[config.mk]
export PLATFORM = sky130hd
export DESIGN_NAME = adder_serial
export DESIGN_NICKNAME = d
export VERILOG_FILES = /design/src/rtl/adder_serial.sv
export SDC_FILE = /design/constraint.sdc
export NUM_CORES = 1
export LEC_CHECK = 0
export BUFFER_PORTS_ARGS = -buffer_cell sky130_fd_sc_hd__buf_2
export CAP_MARGIN = 20
export CELL_PAD_IN_SITES_DETAIL_PLACEMENT = 1
export CELL_PAD_IN_SITES_GLOBAL_PLACEMENT = 2
export CORE_ASPECT_RATIO = 0.7
export CORE_MARGIN = 8
export CORE_UTILIZATION = 33
export CTS_CLUSTER_DIAMETER = 60
export DETAILED_ROUTE_END_ITERATION = 12
export GPL_TIMING_DRIVEN = 0
export PLACE_DENSITY = 0.77
export SLEW_MARGIN = 10
export SYNTH_ARGS = -nofsm -noshare
export SYNTH_HDL_FRONTEND = slang
export SYNTH_SLANG_ARGS = --single-unit
[constraint.sdc]
create_clock -name clk -period 1.63 [get_ports clk]
set_input_delay 0.0815 -clock clk [delete_from_list [all_inputs] [get_ports clk]]
set_output_delay 0.0815 -clock clk [all_outputs]
set_load 0.02 [all_outputs]
[src/rtl/adder_serial.sv]
// ============================================================================
// Module   : adder_serial
// Brief    : Bit-serial WIDTH-bit adder, LSB-first, one full-adder slice built
//            from two half-adder cells plus a carry flip-flop.
// Revision : 1.0 - initial release
// ============================================================================
`default_nettype none

module adder_half (
  input  logic x_i,
  input  logic y_i,
  output logic s_o,
  output logic c_o
);
  assign s_o = x_i ^ y_i;
  assign c_o = x_i & y_i;
endmodule

module adder_serial #(
  parameter int WIDTH = 8
) (
  input  logic             clk,
  input  logic             rst,
  input  logic             start,
  input  logic [WIDTH-1:0] a,
  input  logic [WIDTH-1:0] b,
  input  logic             cin,
  output logic             busy,
  output logic             done,
  output logic [WIDTH-1:0] sum,
  output logic             cout
);

  localparam int CNT_W = $clog2(WIDTH);
  localparam logic [CNT_W-1:0] CNT_LAST = CNT_W'(WIDTH - 1);

  typedef enum logic [1:0] {
    S_IDLE = 2'd0,
    S_RUN  = 2'd1,
    S_DONE = 2'd2
  } state_t;

  state_t             state_q, state_d;
  logic [WIDTH-1:0]   a_sh_q, a_sh_d;
  logic [WIDTH-1:0]   b_sh_q, b_sh_d;
  logic [WIDTH-1:0]   r_sh_q, r_sh_d;
  logic [WIDTH-1:0]   sum_q, sum_d;
  logic [CNT_W-1:0]   cnt_q, cnt_d;
  logic               c_q, c_d;
  logic               cout_q, cout_d;

  logic s1, c1, s_bit, c2, c_next;

  adder_half u_ha1 (
    .x_i (a_sh_q[0]),
    .y_i (b_sh_q[0]),
    .s_o (s1),
    .c_o (c1)
  );

  adder_half u_ha2 (
    .x_i (s1),
    .y_i (c_q),
    .s_o (s_bit),
    .c_o (c2)
  );

  assign c_next = c1 | c2;

  always_ff @(posedge clk) begin
    if (rst) begin
      state_q <= S_IDLE;
      a_sh_q  <= '0;
      b_sh_q  <= '0;
      r_sh_q  <= '0;
      sum_q   <= '0;
      cnt_q   <= '0;
      c_q     <= 1'b0;
      cout_q  <= 1'b0;
    end else begin
      state_q <= state_d;
      a_sh_q  <= a_sh_d;
      b_sh_q  <= b_sh_d;
      r_sh_q  <= r_sh_d;
      sum_q   <= sum_d;
      cnt_q   <= cnt_d;
      c_q     <= c_d;
      cout_q  <= cout_d;
    end
  end

  always_comb begin
    state_d = state_q;
    a_sh_d  = a_sh_q;
    b_sh_d  = b_sh_q;
    r_sh_d  = r_sh_q;
    sum_d   = sum_q;
    cnt_d   = cnt_q;
    c_d     = c_q;
    cout_d  = cout_q;
    case (state_q)
      S_IDLE: begin
        if (start) begin
          a_sh_d  = a;
          b_sh_d  = b;
          c_d     = cin;
          cnt_d   = '0;
          state_d = S_RUN;
        end
      end
      S_RUN: begin
        a_sh_d = a_sh_q >> 1;
        b_sh_d = b_sh_q >> 1;
        r_sh_d = {s_bit, r_sh_q[WIDTH-1:1]};
        c_d    = c_next;
        cnt_d  = cnt_q + 1'b1;
        // Last bit: the result register is complete only after this shift.
        if (cnt_q == CNT_LAST) begin
          sum_d   = {s_bit, r_sh_q[WIDTH-1:1]};
          cout_d  = c_next;
          state_d = S_DONE;
        end
      end
      S_DONE: begin
        state_d = S_IDLE;
      end
      default: begin
        state_d = S_IDLE;
      end
    endcase
  end

  assign busy = (state_q == S_RUN);
  assign done = (state_q == S_DONE);
  assign sum  = sum_q;
  assign cout = cout_q;

endmodule

`default_nettype wire

; ---- After elaboration in Yosys (flattened, before gate mapping)
; Index checks and enable logic that the tools add are counted.
[word_totals]
in_bits = 20
out_inout_bits = 11
wordCells = 35
reg_bits = 39
[op_classes]
addsub = 1
muxes = 11
eq_ne = 5
n_bitwise = 5
reduce_logical = 5
[ops]
columns = operator, n
row1 = $pmux 8 s2, 2
row2 = $mux 8, 2
row3 = $pmux 3 s2, 1
row4 = $reduce_and 2->1, 3
row5 = $mux 2, 2
row6 = $pmux 2 s2, 1
row7 = $add 3x1->3 const B, 1
row8 = $eq 3x3->1 const B, 1
row9 = $mux 3, 1
row10 = $and 1x1->1, 2
row11 = $eq 2x1->1 const B, 1
row12 = $eq 2x2->1 const B, 1
row13 = $logic_not 2->1, 1
row14 = $ne 2x1->1 const B, 1
row15 = $ne 2x2->1 const B, 1
row16 = $pmux 1 s2, 1
row17 = $reduce_bool 2->1, 1
row18 = $xor 1x1->1, 2
row19 = $mux 1, 1
row20 = $or 1x1->1, 1

; ---- Longest topological paths before layout
; Gate-level depths: netlist of the first run.
[logic_depth]
word_depth = 4
depth_mapped = 6
ltp_nobuf = 5

; ---- Modules after synthesis
; From an unflattened synthesis of the first run, not the netlist that was laid out.
[unflattened]
hier_cells = 171
hier_area_um2 = 1582.8
[modules_own_cells]
columns = mod, seq_area_each_um2, cells_each, n_inst, area_per_inst_um2
row1 = adder_serial, 760.7, 169, 1, 1557.7
row2 = adder_half, 0.0, 1, 2, 12.5

; ---- Worst setup path after synthesis of the first run
; Ideal clock, no wire load.
[synth_path]
path_kind = reg-to-reg
start = register cnt_q[0]
end = register sum_q[1], in the netlist sum[1]
path_buffers = 1
synth_period_minus_slack_ps = 1264
t_arrival_ps = 1120
setup_ps = 144
t_required_ps = 1486
path_stages_with_launch = 7
setup_slack_ps = 366
cell_sequence = dfxtp_1 > ha_1 > ha_1 > and3b_1 > buf_2 > nand2_1 > a21oi_1
[synth_via]
elab_chain_len = 2
[synth_lines]
columns = element, line_no
row1 = "start, declared", 48  ; logic [CNT_W-1:0] cnt_q, cnt_d;
row2 = "start signal, assigned", 86  ; cnt_q <= cnt_d;
row3 = $eq 3x3->1, 118  ; if (cnt_q == CNT_LAST) begin
row4 = $reduce_and 2->1 (no source line), --
row5 = "end signal, assigned", 85  ; sum_q <= sum_d;
row6 = "end, declared", 47  ; logic [WIDTH-1:0] sum_q, sum_d;
; Every way passes these cells.
; A chain may end at the register's enable or synchronous reset.

; ---- Worst setup path in the final report of the first run
[layout_path]
start = register state_q[1]
end = output busy
[layout_via]
elab_chain_len = 1
[layout_lines]
columns = element, line_no
row1 = "start, declared", 43  ; state_t state_q, state_d;
row2 = "start signal, assigned", 81  ; state_q <= state_d;
row3 = $eq 2x1->1, 133  ; assign busy = (state_q == S_RUN);
row4 = "end, declared", 28  ; output logic busy,
; Every way passes these cells.

==> flow_summary.toml, run 1 <==
[outcome]
status = "finished clean"

[pwr]
ir_worst_vdd_mv = 0.461
swShare_pct = 24.1
seq_power_share_pct = 49.8
p_comb_share_pct = 11.6
clkPwrFrac_pct = 38.7
switching_power_uw = 485
p_int_mw = 1.53
p_leak_nw = 0.794
powerDensity_mw_per_mm2 = 1040

[floorplanning]
core_sq_mm = 0.00473
die_x_um = 99.3
ioPinCount = 31
fp.dieH_um = 74.3
row_count = 21
die-area_sq_mm = 0.00738
initial_core_util_pct = 33.9

[global_routing]
grt_use_total_pct = 11.1
met2_usage_pct = 18.7
grt_pass1_wl_um = 6530
use_met3_pct = 3.36
met1_usage_pct = 12.9
antenna_found_initial = 0
grt_pass1_vias = 1379
grt_max_degree = 13
overflow = 0
gr-max-usage-layer = "met2"

[cts]
holdBufCountCts = 0
ctsResizeCount = 0
cts_tree = "done"
cts.sinks = 38
cts_buffers = 5
cts_setup_buffers = 0
clk_pin_slew_worst_paths_ns = 0.07
root_buffer = "clkbuf_8"
clk_latency_ns = 0.29
clk_path_buf_depth = 2
h-tree-depth = 2

[sta]
fin_skew_ns = 0.0111
slew_headroom_pct = 52.8
tns_ns = 0
fin_crit_sh_pct = 85.7
maxSlewViolCount = 0
hold_viol = 0
rsz0062_at_grt = "no"
min_period_ns = 1.40
clock.fmax_mhz = 716
finalSetupViolCount = 0
worstMarginPinSlew_ns = 0.708

[setup_path]
crit_type = "reg -> out"
cp_num_buf_inv = 4
crit_path_start = "state_q[1]$_SDFFE_PP0P_"
critPathSlowestCell = "dfxtp_1"
path_cells = "nand2b_1 > buf_4 > inv_2 > buf_6 > buf_2"
cp.arrival_ns = 1.32
startpoint_type = "register"
cp.required_ns = 1.55
path_max_fanout = 10
critPathTopFamily = "buffers and inverters"
reg2reg_from = "cnt_q[0]$_SDFFE_PP0P_"
critPathCaptureType = "output port"
cp_slowest_stage_delay_ns = 0.35

[place]
port_buffers = 29
dp_hpwl_um = 2910
gp_congestion = 0.752

[job]
max-cap-violations = 0

[finish]
fill_cells = 563
final_util_pct = 40.8
drive_gt1_share_pct = 31.5
syn_to_final_growth_pct = 20.3
fin_nets = 225
diodes = 0

[synthesis]
avgSynthCellArea_sq_um = 9.66
ys_seq_elements = 38
syn_nets = 189
yosysWarnings = 0
synth_ff_type = "dfxtp_1"
syn_area_sq_mm = 0.00160
synthCells = 166
ys_types = 23
synth_edf_count = 0
synth-async-reset-ratio_pct = 0
ys_seq_area_share_pct = 47.5

[drt]
wl_um = 3850
drc = 0
dr_total_vias = 1290
avgViaCountPerCell = 4.96
drtAntennaViolNets = 0
wl_per_cell_um = 14.8
firstDrtPassIters = 4
drtIter0Drc = 56

[worst_hold_path]
holdCritStartpoint = "b[7]"
min_path_type = "in -> reg"
-- sequential cells by signal, indices dropped and copies added, names as in the netlist --
signal and cells:
cnt_q 3, cout 1, b_sh_q 8, c_q 1
a_sh_q 8, r_sh_q 7, sum 8, state_q 2
-- area by class of cell --
class	count	area (sq um)	share of cell area [%]
Timing Repair Buffer	29	145	7.53
Clock buffer	5	68.8	3.57
Buffer	12	75.1	3.89
Sequential cell	38	761	39.5
Tap cell	57	71.3	3.70
Multi-Input combinational cell	115	763	39.6
Clock inverter	3	40.0	2.08
Inverter	1	3.75	0.195
-- final timing paths --
kind | depth (start not counted) | endpoint | slack [ns]
min | 3 | b_sh_q[7]$_SDFFE_PP0P_ | 0.05
max reg2reg | 6 | sum[3]$_SDFFE_PP0P_ | 0.24
max | 5 | busy | 0.23
min reg2reg | 2 | sum[0]$_SDFFE_PP0P_ | 0.46
-- cells in the final DEF, fill, tap and decap left out, drive strengths merged, types with 2 or more instances in the layout --
cell type | Yosys | layout
a211oi | 17 | 17
a21oi | 16 | 16
a22oi | 4 | 4
buf | 10 | 39
clkbuf | 2 | 7
clkinv | 0 | 2
dfxtp | 38 | 38
ha | 2 | 2
mux2i | 15 | 15
nand2 | 32 | 32
nor2 | 21 | 21
-- metal layers --
metal	share of wire, %	wire length, um
met2	47	1810
met1	47	1830
met4	1.4	53
met3	4.3	164
met5	0	0
-- cells by family (layout without fill, tap and decap cells) --
family / Yosys count / count (layout) / share of synthesized area (%)
compound gates: 39 / 39 / 20.5
buf+inv: 13 / 50 / 4.92
mux: 15 / 15 / 9.37
simple gates: 58 / 58 / 14.9
flops: 38 / 38 / 47.5
fa+ha+maj: 3 / 3 / 2.81
-- power groups by stage --
| stage | Clock (mW) | Combinational, mW | Sequential (mW) |
|---|---|---|---|
| after floorplan | 0 | 0.173 | 1.01 |
| after global routing | 0.858 | 0.257 | 1.01 |
| final | 0.778 | 0.232 | 1.00 |
| after CTS | 0.805 | 0.238 | 1.00 |
| after detailed placement | 0 | 0.236 | 1.02 |
| after global placement | 0 | 0.227 | 1.02 |
-- metrics by stage --
| step | hold slack [ns] | area (sq um) | power [mW] | std cells | setup slack (ns) |
|---|---|---|---|---|---|
| detailed placement | 0.349 | 1820 | 1.26 | 252 | 0.255 |
| CTS | 0.0476 | 1930 | 2.04 | 260 | 0.212 |
| floorplan | 0.230 | 1600 | 1.19 | 166 | 0.366 |
| finish | 0.0518 | 1930 | 2.01 | 260 | 0.233 |
| global placement | 0.327 | 1820 | 1.25 | 252 | 0.258 |
| global route | 0.0654 | 1930 | 2.12 | 260 | 0.108 |
-- cells in the mapped netlist, types with 2 or more instances --
library cell	count	area share (%)
a211oi_1	3	1.4
a211oi_2	14	11
a21oi_1	16	5.0
a22oi_1	4	1.9
buf_2	3	0.94
buf_4	5	2.3
clkbuf_1	2	0.47
dfxtp_1	38	47
ha_1	2	1.6
mux2i_1	15	9.4
nand2_1	32	7.5
nor2_1	21	4.9
-- worst reg2reg max path, stage by stage, from the launching register on --
cell and delay (ns):
dfxtp_1 0.33, ha_1 0.20, ha_1 0.21, and3b_1 0.18, buf_2 0.17, nand2_1 0.09, a21oi_1 0.07
No activity file was read; power rests on OpenSTA's default activity.
==> inputs of run 2 (changes only) <==
--- a/config.mk
+++ b/config.mk
@@ -16,6 +16,7 @@
 export DETAILED_ROUTE_END_ITERATION = 12
 export GPL_TIMING_DRIVEN = 0
 export PLACE_DENSITY = 0.77
+export REMOVE_ABC_BUFFERS = 1
 export SLEW_MARGIN = 10
 export SYNTH_ARGS = -nofsm -noshare
 export SYNTH_HDL_FRONTEND = slang
==> flow_summary.toml, run 2 (synthesized netlist as in run 1, its figures left out) <==
[sta]
min_period_ns = 1.50
rsz0062_at_grt = "no"
maxSlewViolCount = 0
hold_ws_ns = 0.0443
tns_ns = 0
hold_viol = 0
clock.fmax_mhz = 669
slew_headroom_pct = 42.7
finalSetupViolCount = 0
worstMarginPinSlew_ns = 0.860
setup_ws_ns = 0.135
fin_crit_sh_pct = 91.7
fin_skew_ns = 0.00253

[global_routing]
overflow = 0
grt_pass1_wl_um = 5880
antenna_found_initial = 0
use_met3_pct = 3.27
gr-max-usage-layer = "met2"
grt_max_degree = 39
grt_pass1_vias = 1274
met2_usage_pct = 17.4
grt_use_total_pct = 10.2
met1_usage_pct = 11.0

[outcome]
status = "finished clean"

[finish]
fin_nets = 215
layout_common_cells = "dfxtp_1 (37), nand2_1 (32), buf_2 (30)"
syn_to_final_growth_pct = 15.4
final_common_cell = "dfxtp_1"
drive_gt1_share_pct = 28.6
diodes = 0
fin_cells = 249

[cts]
holdBufCountCts = 0
h-tree-depth = 2
cts_tree = "done"
clk_latency_ns = 0.29
cts_buffers = 5
cts.sinks = 38
root_buffer = "clkbuf_8"
clk_pin_slew_worst_paths_ns = 0.07
clk_path_buf_depth = 2

[place]
dp_hpwl_um = 2410
gp_congestion = 0.730
pre_cts_ws_ns = -0.721
port_buffers = 30
dp_cells = 241

[drt]
avgViaCountPerCell = 4.93
drtAntennaViolNets = 0
drc = 0
firstDrtPassIters = 4
wl_um = 3540
wl_per_cell_um = 14.2
drtIter0Drc = 36
dr_total_vias = 1227

[pwr]
ir_worst_vdd_mv = 0.405
powerDensity_mw_per_mm2 = 983
p_leak_nw = 0.743
p_total_mw = 1.82

[job]
max-cap-violations = 0

[floorplanning]
core_sq_mm = 0.00473
ioPinCount = 31
die-area_sq_mm = 0.00738
initial_core_util_pct = 33.9
die_x_um = 99.3
row_count = 21
fp.dieH_um = 74.3

[setup_path]
cp.arrival_ns = 1.41
critPathCaptureType = "output port"
startpoint_type = "register"
path_max_fanout = 13
cp.required_ns = 1.55
crit_type = "reg -> out"

[worst_hold_path]
min_path_type = "in -> reg"
[run 2: area by class of cell]
cell class / count / area [sq um]
multi-input combinational: 115 / 769
tap: 57 / 71.3
inverter: 1 / 6.26
clock buffer: 7 / 76.3
fill: 568 / 2880
timing repair buffer: 31 / 161
sequential: 38 / 764
[run 2: path summary, 6_finish.rpt]
path / startpoint / to / slack (ns) / cells after the start
worst max-delay path: state_q[0]$_SDFFE_PP0P_ / busy / 0.13 / 3
worst min-delay path: a[7] / a_sh_q[7]$_SDFFE_PP0P_ / 0.04 / 3
worst max register to register: cnt_q[0]$_SDFFE_PP0P_ / sum[1]$_SDFFE_PP0P_ / 0.20 / 5
worst min register to register: sum[4]$_SDFFE_PP0P_ / sum[4]$_SDFFE_PP0P_ / 0.46 / 2
[run 2: routing by layer]
layer	routed length, um	part of all wire [%]
met5	0	0
met4	70	2.0
met3	157	4.4
met2	1620	46
met1	1700	48
[run 2: report_power, final]
part           switching, mW  internal, mW  total [mW]
Combinational          0.115        0.0920       0.207
Sequential            0.0353         0.973        1.01
Clock                  0.309         0.294       0.603
Total                  0.460          1.36        1.82
[run 2: critical path: stages, from the launching register on]
cell      delay [ns]
dfxtp_4         0.49
nand2b_1        0.26
inv_4           0.19
buf_2           0.19
[run 2: what timing repair did]
| action | 4_1_cts | 5_1_grt |
|---|---|---|
| resized for setup | 3 | 1 |
| setup buffers | 1 | 0 |
| setup endpoints to repair | 40 | 1 |
[run 2: through the flow]
| stage | util, % | area [sq um] |
|---|---|---|
| floorplan | - | 1530 |
| global placement | 37.0 | 1750 |
| detailed placement | 37.0 | 1750 |
| CTS | 39.0 | 1850 |
| global route | 39.1 | 1850 |
| finish | 39.1 | 1850 |
==> inputs of run 3 (changes only) <==
--- a/config.mk
+++ b/config.mk
@@ -9,7 +9,6 @@
 export CAP_MARGIN = 20
 export CELL_PAD_IN_SITES_DETAIL_PLACEMENT = 1
 export CELL_PAD_IN_SITES_GLOBAL_PLACEMENT = 2
-export CORE_ASPECT_RATIO = 0.7
 export CORE_MARGIN = 8
 export CORE_UTILIZATION = 33
 export CTS_CLUSTER_DIAMETER = 60
==> flow_summary.toml, run 3 (synthesized netlist as in run 1, its figures left out) <==
[drt]
wl_um = 3440
firstDrtPassIters = 3
wl_per_cell_um = 13.9
drc = 0
drtAntennaViolNets = 0
avgViaCountPerCell = 4.99
drtIter0Drc = 27
dr_total_vias = 1233

[sta]
setup_ws_ns = 0.149
fin_crit_sh_pct = 90.9
tns_ns = 0
worstMarginPinSlew_ns = 0.828
rsz0062_at_grt = "no"
clock.fmax_mhz = 675
maxSlewViolCount = 0
min_period_ns = 1.48
hold_ws_ns = 0.0410
fin_skew_ns = 0.00675
finalSetupViolCount = 0
slew_headroom_pct = 44.8
hold_viol = 0

[finish]
layout_common_cells = "dfxtp_1 (37), nand2_1 (32), buf_2 (30)"
regArea_sq_um = 764
final_util_pct = 39.7
syn_to_final_growth_pct = 16.1
fin_cells = 247
fin_nets = 215
final_common_cell = "dfxtp_1"
diodes = 0
fill_cells = 552
drive_gt1_share_pct = 29.5
multi_input_area_sq_um = 769
final_area_sq_mm = 0.00186

[cts]
clk_pin_slew_worst_paths_ns = 0.07
clk_latency_ns = 0.29
cts.sinks = 38
cts_buffers = 5
h-tree-depth = 2
holdBufCountCts = 0
root_buffer = "clkbuf_8"
cts_tree = "done"
clk_path_buf_depth = 2

[floorplanning]
ioPinCount = 31
core_sq_mm = 0.00469
row_count = 25
die-area_sq_mm = 0.00734
die_x_um = 85.7
initial_core_util_pct = 34.2
fp.dieH_um = 85.7

[setup_path]
crit_type = "reg -> out"
cp-endpoint = "busy"
worstRegToRegCells = 5
cp.arrival_ns = 1.40
critPathCaptureType = "output port"
cp.required_ns = 1.55
crit_path_start = "state_q[0]$_SDFFE_PP0P_"
path_max_fanout = 13
reg2reg_from = "cnt_q[0]$_SDFFE_PP0P_"
startpoint_type = "register"
r2r_setup_slack_ns = 0.22
worst_r2r_endpoint = "sum[5]$_SDFFE_PP0P_"

[pwr]
ir_worst_vdd_mv = 0.470
powerDensity_mw_per_mm2 = 1000
p_total_mw = 1.87
p_leak_nw = 0.753

[place]
gp_congestion = 0.690
dp_hpwl_um = 2400
pre_cts_ws_ns = -0.713
port_buffers = 30
place_area_sq_mm = 0.00175
dp_cells = 238

[global_routing]
overflow = 0
grt_pass1_wl_um = 5940
grt_pass1_vias = 1349
grt_use_total_pct = 10.2
antenna_found_initial = 0
grt_max_degree = 39

[worst_hold_path]
hold_depth = 3
min_path_type = "in -> reg"

[job]
max-cap-violations = 0

[outcome]
status = "finished clean"
-- run 3: how the worst min path moves through the flow --
stage	startpoint	to	slack, ns
3_5_place_dp	a[7]	a_sh_q[7]$_SDFFE_PP0P_	0.34
4_1_cts	a[7]	a_sh_q[7]$_SDFFE_PP0P_	0.04
2_1_floorplan	rst	a_sh_q[0]$_SDFFE_PP0P_	0.15
3_3_place_gp	a[7]	a_sh_q[7]$_SDFFE_PP0P_	0.32
6_report	a[7]	a_sh_q[7]$_SDFFE_PP0P_	0.04
5_1_grt	a[7]	a_sh_q[7]$_SDFFE_PP0P_	0.06
-- run 3: what timing repair did --
action | 4_1_cts | 5_1_grt
setup endpoints to repair | 40 | 1
resized for setup | 3 | 1
setup buffers | 1 | 0
-- run 3: per-layer routing --
layer	wire (um)	GRT usage, %	vias up
li1	-	-	618
met1	1420	9.65	581
met2	1770	18.8	27
met3	183	3.63	7
met4	68	5.73	0
met5	0	0	-
-- run 3: power by group --
part           switching, mW  total [mW]  leakage, nW  internal, mW
clock                  0.315       0.656       0.0482         0.341
combinational          0.113       0.205        0.393        0.0916
sequential            0.0343        1.01        0.311         0.972
total                  0.463        1.87        0.753          1.41
-- run 3: area by class of cell --
cell class                 count  area share, %
timing repair buffer          31           8.68
inverter                       1          0.336
sequential                    38           41.1
clock buffer                   7           4.64
tap                           54           3.63
multi-input combinational    115           41.4
clock inverter                 1          0.269
-- run 3: worst max-delay path: stages, from the launching register on --
cell	delay, ns
dfxtp_4	0.47
nand2b_1	0.25
inv_4	0.20
buf_2	0.19
